===== config.mk =====
export PLATFORM = sky130hd
export DESIGN_NAME = imem_fetch_ctrl_flat
export DESIGN_NICKNAME = d
export VERILOG_FILES = /design/src/rtl/imem_fetch_ctrl_if.sv /design/src/rtl/imem_fetch_ctrl.sv /design/src/flat_wrapper.sv
export SDC_FILE = /design/constraint.sdc
export NUM_CORES = 1
export LEC_CHECK = 0
export BUFFER_PORTS_ARGS = -buffer_cell sky130_fd_sc_hd__buf_2
export CAP_MARGIN = 20
export CORE_MARGIN = 3
export CORE_UTILIZATION = 38
export CTS_CLUSTER_DIAMETER = 40
export DETAILED_ROUTE_END_ITERATION = 10
export PLACE_DENSITY_LB_ADDON = 0.2
export SLEW_MARGIN = 40
export SYNTH_ARGS = -nofsm -noshare
export SYNTH_HDL_FRONTEND = slang
export SYNTH_SLANG_ARGS = --single-unit

===== constraint.sdc =====
create_clock -name cpu_clk -period 3.4 [get_ports cpu_clk]
set_input_delay 0.51 -clock cpu_clk [delete_from_list [all_inputs] [get_ports cpu_clk]]
set_output_delay 0.51 -clock cpu_clk [all_outputs]
set_load 0.02 [all_outputs]

===== src/rtl/imem_fetch_ctrl_if.sv =====
`default_nettype none
// ============================================================================
// Module      : imem_fetch_ctrl_if
// Description : Fetch / ITCM / IAXI signal bundle for the instruction-memory
//               fetch controller. 'slave' is the controller's view and
//               'master' is the view of the surrounding fetch unit and memories.
// Revision    : 1.0 - initial release
// ============================================================================
interface imem_fetch_ctrl_if #(
    parameter int ADDR_W  = 32,
    parameter int INSTR_W = 32
);
    // fetch side
    logic               fetch_req;
    logic [ADDR_W-1:0]  fetch_addr;
    logic               fetch_ready;
    logic               fetch_flush;
    logic [INSTR_W-1:0] instr_read_data;
    logic               instr_read_data_valid;
    logic               instr_read_err;
    // ITCM side
    logic               instr_itcm_access;
    logic [ADDR_W-1:0]  instr_itcm_addr;
    logic [INSTR_W-1:0] instr_itcm_read_data;
    logic               instr_itcm_read_data_valid;
    logic               itcm_auto_load;
    // IAXI side
    logic               IAXI_access;
    logic [ADDR_W-1:0]  IAXI_addr;
    logic               IAXI_ready;
    logic [INSTR_W-1:0] IAXI_read_data;
    logic               IAXI_read_data_valid;
    logic               IAXI_read_err;

    modport slave (
        input  fetch_req, fetch_addr, fetch_flush,
        output fetch_ready, instr_read_data, instr_read_data_valid, instr_read_err,
        output instr_itcm_access, instr_itcm_addr,
        input  instr_itcm_read_data, instr_itcm_read_data_valid, itcm_auto_load,
        output IAXI_access, IAXI_addr,
        input  IAXI_ready, IAXI_read_data, IAXI_read_data_valid, IAXI_read_err
    );

    modport master (
        output fetch_req, fetch_addr, fetch_flush,
        input  fetch_ready, instr_read_data, instr_read_data_valid, instr_read_err,
        input  instr_itcm_access, instr_itcm_addr,
        output instr_itcm_read_data, instr_itcm_read_data_valid, itcm_auto_load,
        input  IAXI_access, IAXI_addr,
        output IAXI_ready, IAXI_read_data, IAXI_read_data_valid, IAXI_read_err
    );
endinterface
`default_nettype wire


===== src/rtl/imem_fetch_ctrl.sv =====
`default_nettype none
// ============================================================================
// Module      : imem_fetch_ctrl
// Description : Instruction-memory fetch controller. Decodes each fetch to
//               ITCM, IAXI or an immediate misalignment error, tracks the
//               outstanding requests in an in-order tag queue and returns
//               responses to fetch in request order, discarding responses
//               that belong to requests issued before a flush.
// Revision    : 1.0 - initial release
// ============================================================================
module imem_fetch_ctrl #(
    parameter int                ADDR_W    = 32,
    parameter int                INSTR_W   = 32,
    parameter int                HAS_ITCM  = 1,
    parameter logic [ADDR_W-1:0] ITCM_BASE = 32'h0000_0000,
    parameter logic [ADDR_W-1:0] ITCM_SIZE = 32'h0001_0000,
    parameter int                MAX_OUTS  = 4
) (
    input  logic               cpu_clk,
    input  logic               cpu_rst,
    imem_fetch_ctrl_if.slave   bus
);
    localparam int c_PTR_W = $clog2(MAX_OUTS);
    localparam int c_CNT_W = c_PTR_W + 1;
    localparam logic [c_CNT_W-1:0] c_FULL = c_CNT_W'(MAX_OUTS);
    // One extra bit so BASE+SIZE at the top of the address map cannot wrap.
    localparam logic [ADDR_W:0] c_ITCM_LO = {1'b0, ITCM_BASE};
    localparam logic [ADDR_W:0] c_ITCM_HI = {1'b0, ITCM_BASE} + {1'b0, ITCM_SIZE};

    typedef enum logic [1:0] {
        SRC_NONE = 2'd0,
        SRC_ITCM = 2'd1,
        SRC_AXI  = 2'd2,
        SRC_ERR  = 2'd3
    } src_t;

    src_t                r_q_src [MAX_OUTS];
    logic [MAX_OUTS-1:0] r_q_drop;
    logic [c_PTR_W-1:0]  r_wr_ptr;
    logic [c_PTR_W-1:0]  r_rd_ptr;
    logic [c_CNT_W-1:0]  r_count;
    src_t                r_last_src;

    src_t                w_src;
    logic [ADDR_W:0]     w_addr_ext;
    logic                w_in_itcm;
    logic                w_order_ok;
    logic                w_base_ok;
    logic                w_accept_cond;
    logic                w_ready;
    logic                w_push;
    logic                w_pop;
    logic                w_rsp_valid;
    src_t                w_head_src;
    logic                w_head_drop;
    logic [MAX_OUTS-1:0] w_drop_next;
    logic [INSTR_W-1:0]  w_rsp_data;
    logic                w_rsp_err;

    // Address decode, ordering and accept logic for the incoming fetch.
    always_comb begin
        w_addr_ext = {1'b0, bus.fetch_addr};
        w_in_itcm  = (w_addr_ext >= c_ITCM_LO) && (w_addr_ext < c_ITCM_HI);
        if (bus.fetch_addr[1:0] != 2'b00) begin
            w_src = SRC_ERR;
        end else if ((HAS_ITCM != 0) && w_in_itcm) begin
            w_src = SRC_ITCM;
        end else begin
            w_src = SRC_AXI;
        end
        // Switching source is only safe once everything older has returned,
        // since the two memories return data independently.
        w_order_ok    = (r_count == '0) || (w_src == r_last_src);
        w_base_ok     = !bus.itcm_auto_load && (r_count < c_FULL) && w_order_ok;
        w_accept_cond = bus.fetch_req && w_base_ok;
        w_ready       = w_base_ok && ((w_src != SRC_AXI) || bus.IAXI_ready);
        w_push        = bus.fetch_req && w_ready;
    end

    // Head-of-queue pop and response formatting.
    always_comb begin
        w_head_src  = r_q_src[r_rd_ptr];
        w_head_drop = r_q_drop[r_rd_ptr];
        w_pop       = 1'b0;
        if (r_count != '0) begin
            case (w_head_src)
                SRC_ITCM: w_pop = bus.instr_itcm_read_data_valid;
                SRC_AXI:  w_pop = bus.IAXI_read_data_valid && !bus.itcm_auto_load;
                SRC_ERR:  w_pop = 1'b1;
                default:  w_pop = 1'b0;
            endcase
        end
        // A flush in the popping cycle also discards the popping entry.
        w_rsp_valid = w_pop && !w_head_drop && !bus.fetch_flush;
        w_rsp_data  = '0;
        w_rsp_err   = 1'b0;
        if (w_rsp_valid) begin
            case (w_head_src)
                SRC_ITCM: w_rsp_data = bus.instr_itcm_read_data;
                SRC_AXI:  begin
                    w_rsp_data = bus.IAXI_read_data;
                    w_rsp_err  = bus.IAXI_read_err;
                end
                SRC_ERR:  w_rsp_err = 1'b1;
                default:  w_rsp_data = '0;
            endcase
        end
    end

    // Next drop vector: flush marks all slots, a new push starts clean.
    always_comb begin
        w_drop_next = r_q_drop;
        if (bus.fetch_flush) begin
            w_drop_next = '1;
        end
        if (w_push) begin
            w_drop_next[r_wr_ptr] = 1'b0;
        end
    end

    // Tag queue state: entries, pointers, occupancy and youngest source.
    always_ff @(posedge cpu_clk or posedge cpu_rst) begin
        if (cpu_rst) begin
            for (int i = 0; i < MAX_OUTS; i++) begin
                r_q_src[i] <= SRC_NONE;
            end
            r_q_drop   <= '0;
            r_wr_ptr   <= '0;
            r_rd_ptr   <= '0;
            r_count    <= '0;
            r_last_src <= SRC_NONE;
        end else begin
            r_q_drop <= w_drop_next;
            if (w_push) begin
                r_q_src[r_wr_ptr] <= w_src;
                r_wr_ptr          <= r_wr_ptr + c_PTR_W'(1);
                r_last_src        <= w_src;
            end
            if (w_pop) begin
                r_rd_ptr <= r_rd_ptr + c_PTR_W'(1);
            end
            case ({w_push, w_pop})
                2'b10:   r_count <= r_count + c_CNT_W'(1);
                2'b01:   r_count <= r_count - c_CNT_W'(1);
                default: r_count <= r_count;
            endcase
        end
    end

    assign bus.fetch_ready           = w_ready;
    assign bus.instr_itcm_access     = w_accept_cond && (w_src == SRC_ITCM);
    assign bus.instr_itcm_addr       = bus.fetch_addr;
    assign bus.IAXI_access           = w_accept_cond && (w_src == SRC_AXI);
    assign bus.IAXI_addr             = bus.fetch_addr;
    assign bus.instr_read_data       = w_rsp_data;
    assign bus.instr_read_data_valid = w_rsp_valid;
    assign bus.instr_read_err        = w_rsp_err;

endmodule
`default_nettype wire

===== src/flat_wrapper.sv =====
// flat-port wrapper written by rule: the top's interface ports become plain ports
module imem_fetch_ctrl_flat 
#(
    parameter int                ADDR_W    = 32,
    parameter int                INSTR_W   = 32,
    parameter int                HAS_ITCM  = 1,
    parameter logic [ADDR_W-1:0] ITCM_BASE = 32'h0000_0000,
    parameter logic [ADDR_W-1:0] ITCM_SIZE = 32'h0001_0000,
    parameter int                MAX_OUTS  = 4
)
  (cpu_clk, cpu_rst, bus_fetch_req, bus_fetch_addr, bus_fetch_flush, bus_fetch_ready, bus_instr_read_data, bus_instr_read_data_valid, bus_instr_read_err, bus_instr_itcm_access, bus_instr_itcm_addr, bus_instr_itcm_read_data, bus_instr_itcm_read_data_valid, bus_itcm_auto_load, bus_IAXI_access, bus_IAXI_addr, bus_IAXI_ready, bus_IAXI_read_data, bus_IAXI_read_data_valid, bus_IAXI_read_err);
  imem_fetch_ctrl_if #(.ADDR_W(ADDR_W), .INSTR_W(INSTR_W)) bus_i ();
  input  logic cpu_clk;
  input  logic cpu_rst;
  input wire logic [$bits(bus_i.fetch_req)-1:0] bus_fetch_req;
  input wire logic [$bits(bus_i.fetch_addr)-1:0] bus_fetch_addr;
  input wire logic [$bits(bus_i.fetch_flush)-1:0] bus_fetch_flush;
  output wire logic [$bits(bus_i.fetch_ready)-1:0] bus_fetch_ready;
  output wire logic [$bits(bus_i.instr_read_data)-1:0] bus_instr_read_data;
  output wire logic [$bits(bus_i.instr_read_data_valid)-1:0] bus_instr_read_data_valid;
  output wire logic [$bits(bus_i.instr_read_err)-1:0] bus_instr_read_err;
  output wire logic [$bits(bus_i.instr_itcm_access)-1:0] bus_instr_itcm_access;
  output wire logic [$bits(bus_i.instr_itcm_addr)-1:0] bus_instr_itcm_addr;
  input wire logic [$bits(bus_i.instr_itcm_read_data)-1:0] bus_instr_itcm_read_data;
  input wire logic [$bits(bus_i.instr_itcm_read_data_valid)-1:0] bus_instr_itcm_read_data_valid;
  input wire logic [$bits(bus_i.itcm_auto_load)-1:0] bus_itcm_auto_load;
  output wire logic [$bits(bus_i.IAXI_access)-1:0] bus_IAXI_access;
  output wire logic [$bits(bus_i.IAXI_addr)-1:0] bus_IAXI_addr;
  input wire logic [$bits(bus_i.IAXI_ready)-1:0] bus_IAXI_ready;
  input wire logic [$bits(bus_i.IAXI_read_data)-1:0] bus_IAXI_read_data;
  input wire logic [$bits(bus_i.IAXI_read_data_valid)-1:0] bus_IAXI_read_data_valid;
  input wire logic [$bits(bus_i.IAXI_read_err)-1:0] bus_IAXI_read_err;
  assign bus_i.fetch_req = bus_fetch_req;
  assign bus_i.fetch_addr = bus_fetch_addr;
  assign bus_i.fetch_flush = bus_fetch_flush;
  assign bus_fetch_ready = bus_i.fetch_ready;
  assign bus_instr_read_data = bus_i.instr_read_data;
  assign bus_instr_read_data_valid = bus_i.instr_read_data_valid;
  assign bus_instr_read_err = bus_i.instr_read_err;
  assign bus_instr_itcm_access = bus_i.instr_itcm_access;
  assign bus_instr_itcm_addr = bus_i.instr_itcm_addr;
  assign bus_i.instr_itcm_read_data = bus_instr_itcm_read_data;
  assign bus_i.instr_itcm_read_data_valid = bus_instr_itcm_read_data_valid;
  assign bus_i.itcm_auto_load = bus_itcm_auto_load;
  assign bus_IAXI_access = bus_i.IAXI_access;
  assign bus_IAXI_addr = bus_i.IAXI_addr;
  assign bus_i.IAXI_ready = bus_IAXI_ready;
  assign bus_i.IAXI_read_data = bus_IAXI_read_data;
  assign bus_i.IAXI_read_data_valid = bus_IAXI_read_data_valid;
  assign bus_i.IAXI_read_err = bus_IAXI_read_err;
  imem_fetch_ctrl #(.ADDR_W(ADDR_W), .INSTR_W(INSTR_W), .HAS_ITCM(HAS_ITCM), .ITCM_BASE(ITCM_BASE), .ITCM_SIZE(ITCM_SIZE), .MAX_OUTS(MAX_OUTS)) u_core (.cpu_clk(cpu_clk), .cpu_rst(cpu_rst), .bus(bus_i));
endmodule

### Word-level counts from Yosys, hierarchy flattened

Index checks and enable logic that the tools add are counted.

| word-level totals | value |
|---|---|
| logic and storage cells | 76 |
| bits in registers | 21 |
| input bits | 105 |

| operators by class | value |
|---|---|
| $lt $le $gt $ge | 8 |
| eq/ne operators | 9 |
| reduce and logical (&&, ||, !) cells | 21 |
| mux-type cells | 21 |
| bitwise gates (word level) | 4 |
| add/sub/neg operators | 4 |

Operators with widths:

| operator | number |
|---|---|
| $pmux 32 s2 | 1 |
| $lt 32x17->1 const B | 1 |
| $mux 32 | 1 |
| $logic_and 1x1->1 | 12 |
| $mux 2 | 5 |
| $bwmux 8 | 1 |
| $eq 2x2->1 const B | 4 |
| $mux 4 | 2 |
| $eq 2x1->1 const B | 3 |
| $ge 3x3->1 const B | 2 |
| $lt 2x3->1 const B | 2 |
| $not 2->3 | 2 |
| $pmux 3 s2 | 1 |
| $add 2x1->2 const B | 2 |
| $and 4x4->4 | 1 |
| $bmux 2 s2 | 1 |
| $demux 2 s2 | 1 |
| $mux 1 | 4 |
| $not 4->4 | 1 |
| $reduce_bool 2->1 | 2 |
| $add 3x1->3 const B | 1 |
| $logic_not 1->1 | 3 |
| $logic_not 3->1 | 1 |
| $lt 3x1->1 const B | 1 |
| 11 further kinds | 12 |

### Logic depth before layout (Yosys ltp)

| depth | value |
|---|---|
| depth in word-level cells | 10 |
| depth in mapped cells | 13 |
| mapped depth without buffers | 11 |

### Worst setup path after synthesis

No wires, ideal clock.

| timing path | value |
|---|---|
| path type | reg2out |
| start | register u_core.r_rd_ptr[0] |
| end | output bus_instr_read_data[10] |
| data arrival time | 2.840 ns |
| path buffers | 3 |
| stages on the path, launching flop included | 12 |
| path slack | 0.050 ns |
| cells stage by stage | dfrtp_1 > buf_2 > mux4_2 > inv_1 > ha_1 > buf_2 > nand3b_1 > a211oi_2 > nor3b_2 > nand2_1 > buf_2 > nor2_1 |

| between the ends | value |
|---|---|
| word-level cells in the longest chain between the ends | 10 |
| elaborated cells on any way between the ends | 16 |
| classes of those cells | eq/ne: 3; mux: 9; bitwise: 1; reduce/logical: 3 |

RTL lines:

| element | RTL line | RTL |
|---|---|---|
| from (decl) | imem_fetch_ctrl.sv:40 | `logic [c_PTR_W-1:0] r_rd_ptr;` |
| from (signal assigned) | imem_fetch_ctrl.sv:140 | `r_rd_ptr <= r_rd_ptr + c_PTR_W'(1);` |
| $not 2->3 (implied by the code) * | imem_fetch_ctrl.sv:82 | `w_head_src = r_q_src[r_rd_ptr];` |
| $bmux 2 s2 * | imem_fetch_ctrl.sv:82 |  |
| $mux 2 (implied by the code) * (2 in series) | imem_fetch_ctrl.sv:82 |  |
| $eq 2x2->1 / $eq 2x1->1 (equally long branches) | imem_fetch_ctrl.sv:86 | `case (w_head_src)` |
| $pmux 1 s3 * | imem_fetch_ctrl.sv:86 |  |
| $mux 1 * | imem_fetch_ctrl.sv:85 | `if (r_count != '0) begin` |
| net u_core.w_pop | imem_fetch_ctrl.sv:52 | `logic w_pop;` |
| $logic_and 1x1->1 * (2 in series) | imem_fetch_ctrl.sv:94 | `w_rsp_valid = w_pop && !w_head_drop && !bus.fetch_flush;` |
| net bus_instr_read_data_valid | flat_wrapper.sv:20 | `output wire logic [$bits(bus_i.instr_read_data_valid)-1:0] bus_instr_read_data_valid;` |
| $mux 32 * | imem_fetch_ctrl.sv:97 | `if (w_rsp_valid) begin` |
| to (decl) | flat_wrapper.sv:19 | `output wire logic [$bits(bus_i.instr_read_data)-1:0] bus_instr_read_data;` |

The timed path passes the listed nets; every way through them passes the cells marked *. The select of a mux whose other input is x is not followed.

### Worst setup path in the final report

| timing path | value |
|---|---|
| start | register u_core.r_rd_ptr[0] |
| end | output bus_instr_read_data[0] |

| between the ends | value |
|---|---|
| word-level cells in the longest chain between the ends | 10 |
| elaborated cells on any way between the ends | 16 |
| classes of those cells | eq/ne: 3; mux: 9; bitwise: 1; reduce/logical: 3 |

RTL lines:

| element | RTL line |
|---|---|
| $not 2->3 (implied by the code) * | imem_fetch_ctrl.sv:82 |
| $bmux 2 s2 * | imem_fetch_ctrl.sv:82 |
| $mux 2 (implied by the code) * (2 in series) | imem_fetch_ctrl.sv:82 |
| $eq 2x2->1 / $eq 2x1->1 (equally long branches) | imem_fetch_ctrl.sv:86 |
| $pmux 1 s3 * | imem_fetch_ctrl.sv:86 |
| $mux 1 * | imem_fetch_ctrl.sv:85 |
| net u_core.w_pop | imem_fetch_ctrl.sv:52 |
| $logic_and 1x1->1 * (2 in series) | imem_fetch_ctrl.sv:94 |
| $mux 32 * | imem_fetch_ctrl.sv:97 |

Marks and branches as above.

==> flow_summary.toml <==
[timing]
fin_crit_ns = 3.14
hold_viol = 0
worst_pin_slew_ns = 0.574
drv_slew = 0
rsz0062_at_grt = "no"
slew_headroom_pct = 61.4
timing.hold.ws_ns = 0.238
finClkSkew_ns = 0.00510
setup_viol = 0
timing.fmax_ghz = 0.318
final.setup.tns_ns = 0
fin_crit_sh_pct = 92.5

[power]
ir_drop_mv = 0.124
power_density_nw_per_um2 = 202
leakagePower_nw = 1.32

[drt]
drc = 0
wire_per_inst_um = 14.7
routed_via_density = 4.90
route.vias.total = 2122
first_iter_violations = 77
drt_wl_total_um = 6360
firstDrtPassIters = 4
ant_nets = 0

[yosys]
avgSynthCellArea_um2 = 8.21
syn-num-nets = 381
synth-seq-area-share_pct = 24.1
ys_warn_count = 0
postSynthCellCount = 266
synth_cell_types = 36
synth_area_um2 = 2180
ys_ff_latch = 21

[critical_path]
cp_max_fo = 32
rr_endpoint = "u_core.r_count[2]"
r2r_slack_ns = 0.60
worstReg2RegStart = "u_core.r_rd_ptr[0]"
arrival_ns = 2.63
r2r_cells = 12
crit_path_start_kind = "register"
endpoint_kind = "output port"
required_ns = 2.89
worst-setup-path-type = "reg2out"

[clock_network]
clk_pin_slew_ns = 0.08
numCtsBuffers = 3
clockRootBuffer = "clkbuf_8"
clock_sinks = 21
cts_hold_buffers = 0
clk_path_buf_depth = 2
tritoncts = "yes"
htreeDepth = 1
clk_latency_ns = 0.26

[global_route]
first_global_vias = 1917
grtUsageTotal_pct = 17.4
antenna_found_initial = 0
grt_pass1_wl_um = 9180
gr-total-overflow = 0
grt_max_degree = 34

[cells_and_area]
ff_latch_area_um2 = 527
final_cells = 433
nNetsFinal = 479
final_common_cell = "buf_2"
antennaDiodeCount = 0
fillers = 563
final_cell_mix = "163 x buf_2, 47 x nor2_1, 32 x a22oi_1"
final_layout_size_suffix_gt1_share_pct = 51.5
multi_input_area_um2 = 1090
areaGrowthSynthToFinish_pct = 21.7

[placement]
io_buffers = 163
dp_hpwl_um = 5280
gp_congestion = 0.824
dp.cells = 428

[die]
core_um2 = 5340
io-pin-count = 206
dieArea_um2 = 6690
die_h_um = 81.8
rows = 26
die_w_um = 81.8
initial_core_util_pct = 40.9

[flow_run]
cap_violations = 0

[min_path]
hp-class = "in2async"

[outcome]
status = "finished, final reports clean"
[report_power, final]
part | switching [mW] | internal (mW) | leakage (nW)
Combinational | 0.0677 | 0.0541 | 1.03
Sequential | 0.0000000000000000547 | 0.249 | 0.260
Clock | 0.0848 | 0.0817 | 0.0255
Total | 0.152 | 0.385 | 1.32
[cell type report]
| type | instances | area share (%) |
|---|---|---|
| Multi-Input combinational cell | 159 | 41.0 |
| Timing Repair Buffer | 170 | 32.8 |
| Clock buffer | 3 | 1.55 |
| Clock inverter | 1 | 0.188 |
| Tap cell | 70 | 3.30 |
| Inverter | 9 | 1.27 |
| Sequential cell | 21 | 19.8 |
[critical path: stages, from the launching register on]
cell	delay, ns
dfrtp_2	0.40
mux4_2	0.54
inv_1	0.09
ha_1	0.17
a21oi_1	0.08
a211oi_2	0.26
nor3b_4	0.24
nand2_1	0.09
buf_6	0.19
nor2_1	0.14
buf_2	0.18
[repair_timing]
| item | CTS | global route |
|---|---|---|
| endpoints found under the setup margin | 0 | 32 |
| gates resized for setup | 0 | 3 |
| setup buffers | 0 | 1 |
[state kept, by name, indices dropped and copies added, names as in the netlist]
name               count
u_core.r_q_drop        4
u_core.r_last_src      2
u_core.r_q_src         8
u_core.r_wr_ptr        2
u_core.r_rd_ptr        2
u_core.r_count         3
[through the flow]
step           util [%]  instance area (um^2)  power [mW]  setup slack, ns
5_1_grt            49.8                  2660       0.562           0.0186
2_1_floorplan         -                  2180       0.375           0.0501
6_report           49.8                  2660       0.538            0.256
3_3_place_gp       48.6                  2590       0.376            0.455
3_5_place_dp       48.6                  2590       0.377            0.376
4_1_cts            49.4                  2640       0.543           0.0648
[worst max path at each step]
stage | startpoint | end | slack [ns]
6_report | u_core.r_rd_ptr[0] | bus_instr_read_data[0] | 0.26
5_1_grt | u_core.r_rd_ptr[0] | bus_instr_read_data[25] | 0.02
4_1_cts | u_core.r_rd_ptr[0] | bus_instr_read_data[0] | 0.06
3_5_place_dp | u_core.r_rd_ptr[0] | bus_instr_read_data[0] | 0.38
3_3_place_gp | u_core.r_rd_ptr[0] | bus_instr_read_data[0] | 0.45
2_1_floorplan | u_core.r_rd_ptr[0] | bus_instr_read_data[10] | 0.05
[per-layer routing]
layer / wire length [um] / GRT usage, %
met5: 0 / 0
met4: 92 / 5.15
met3: 464 / 3.07
met2: 3290 / 31.3
met1: 2510 / 20.9
[synthesized netlist by cell type]
library cell / count / area share, %
a211oi_1: 4 / 1.4
a211oi_2: 1 / 0.57
a211oi_4: 1 / 0.92
a21oi_1: 13 / 3.0
a22oi_1: 32 / 11
a31oi_1: 4 / 1.1
and2_1: 3 / 0.86
and4_1: 1 / 0.40
buf_2: 6 / 1.4
buf_4: 65 / 22
clkbuf_1: 6 / 1.0
dfrtp_1: 21 / 24
fa_1: 1 / 0.92
ha_1: 9 / 5.2
inv_1: 9 / 1.5
mux2_4: 1 / 0.69
mux2i_1: 1 / 0.46
mux4_2: 3 / 3.1
nand2_1: 3 / 0.52
nand3b_1: 1 / 0.34
nand4_1: 1 / 0.29
nor2_1: 47 / 8.1
nor2b_1: 2 / 0.57
nor3_1: 8 / 1.8
nor3_2: 1 / 0.46
nor3b_2: 1 / 0.57
nor4_1: 4 / 1.1
nor4_2: 2 / 1.1
nor4b_1: 1 / 0.40
o21a_1: 1 / 0.34
o21ai_0: 4 / 0.92
o21bai_1: 1 / 0.34
or2_1: 1 / 0.29
or2_4: 1 / 0.40
xnor2_1: 3 / 1.2
xor2_1: 3 / 1.2
[logic make-up after synthesis]
family	share of synthesized area, %
mux	4.24
compound gates	19.6
flops	24.1
fa+ha+maj	6.07
buf+inv	26.3
xor+xnor	2.41
simple gates	17.3
Note: power is estimated with default switching activity, not from simulation.
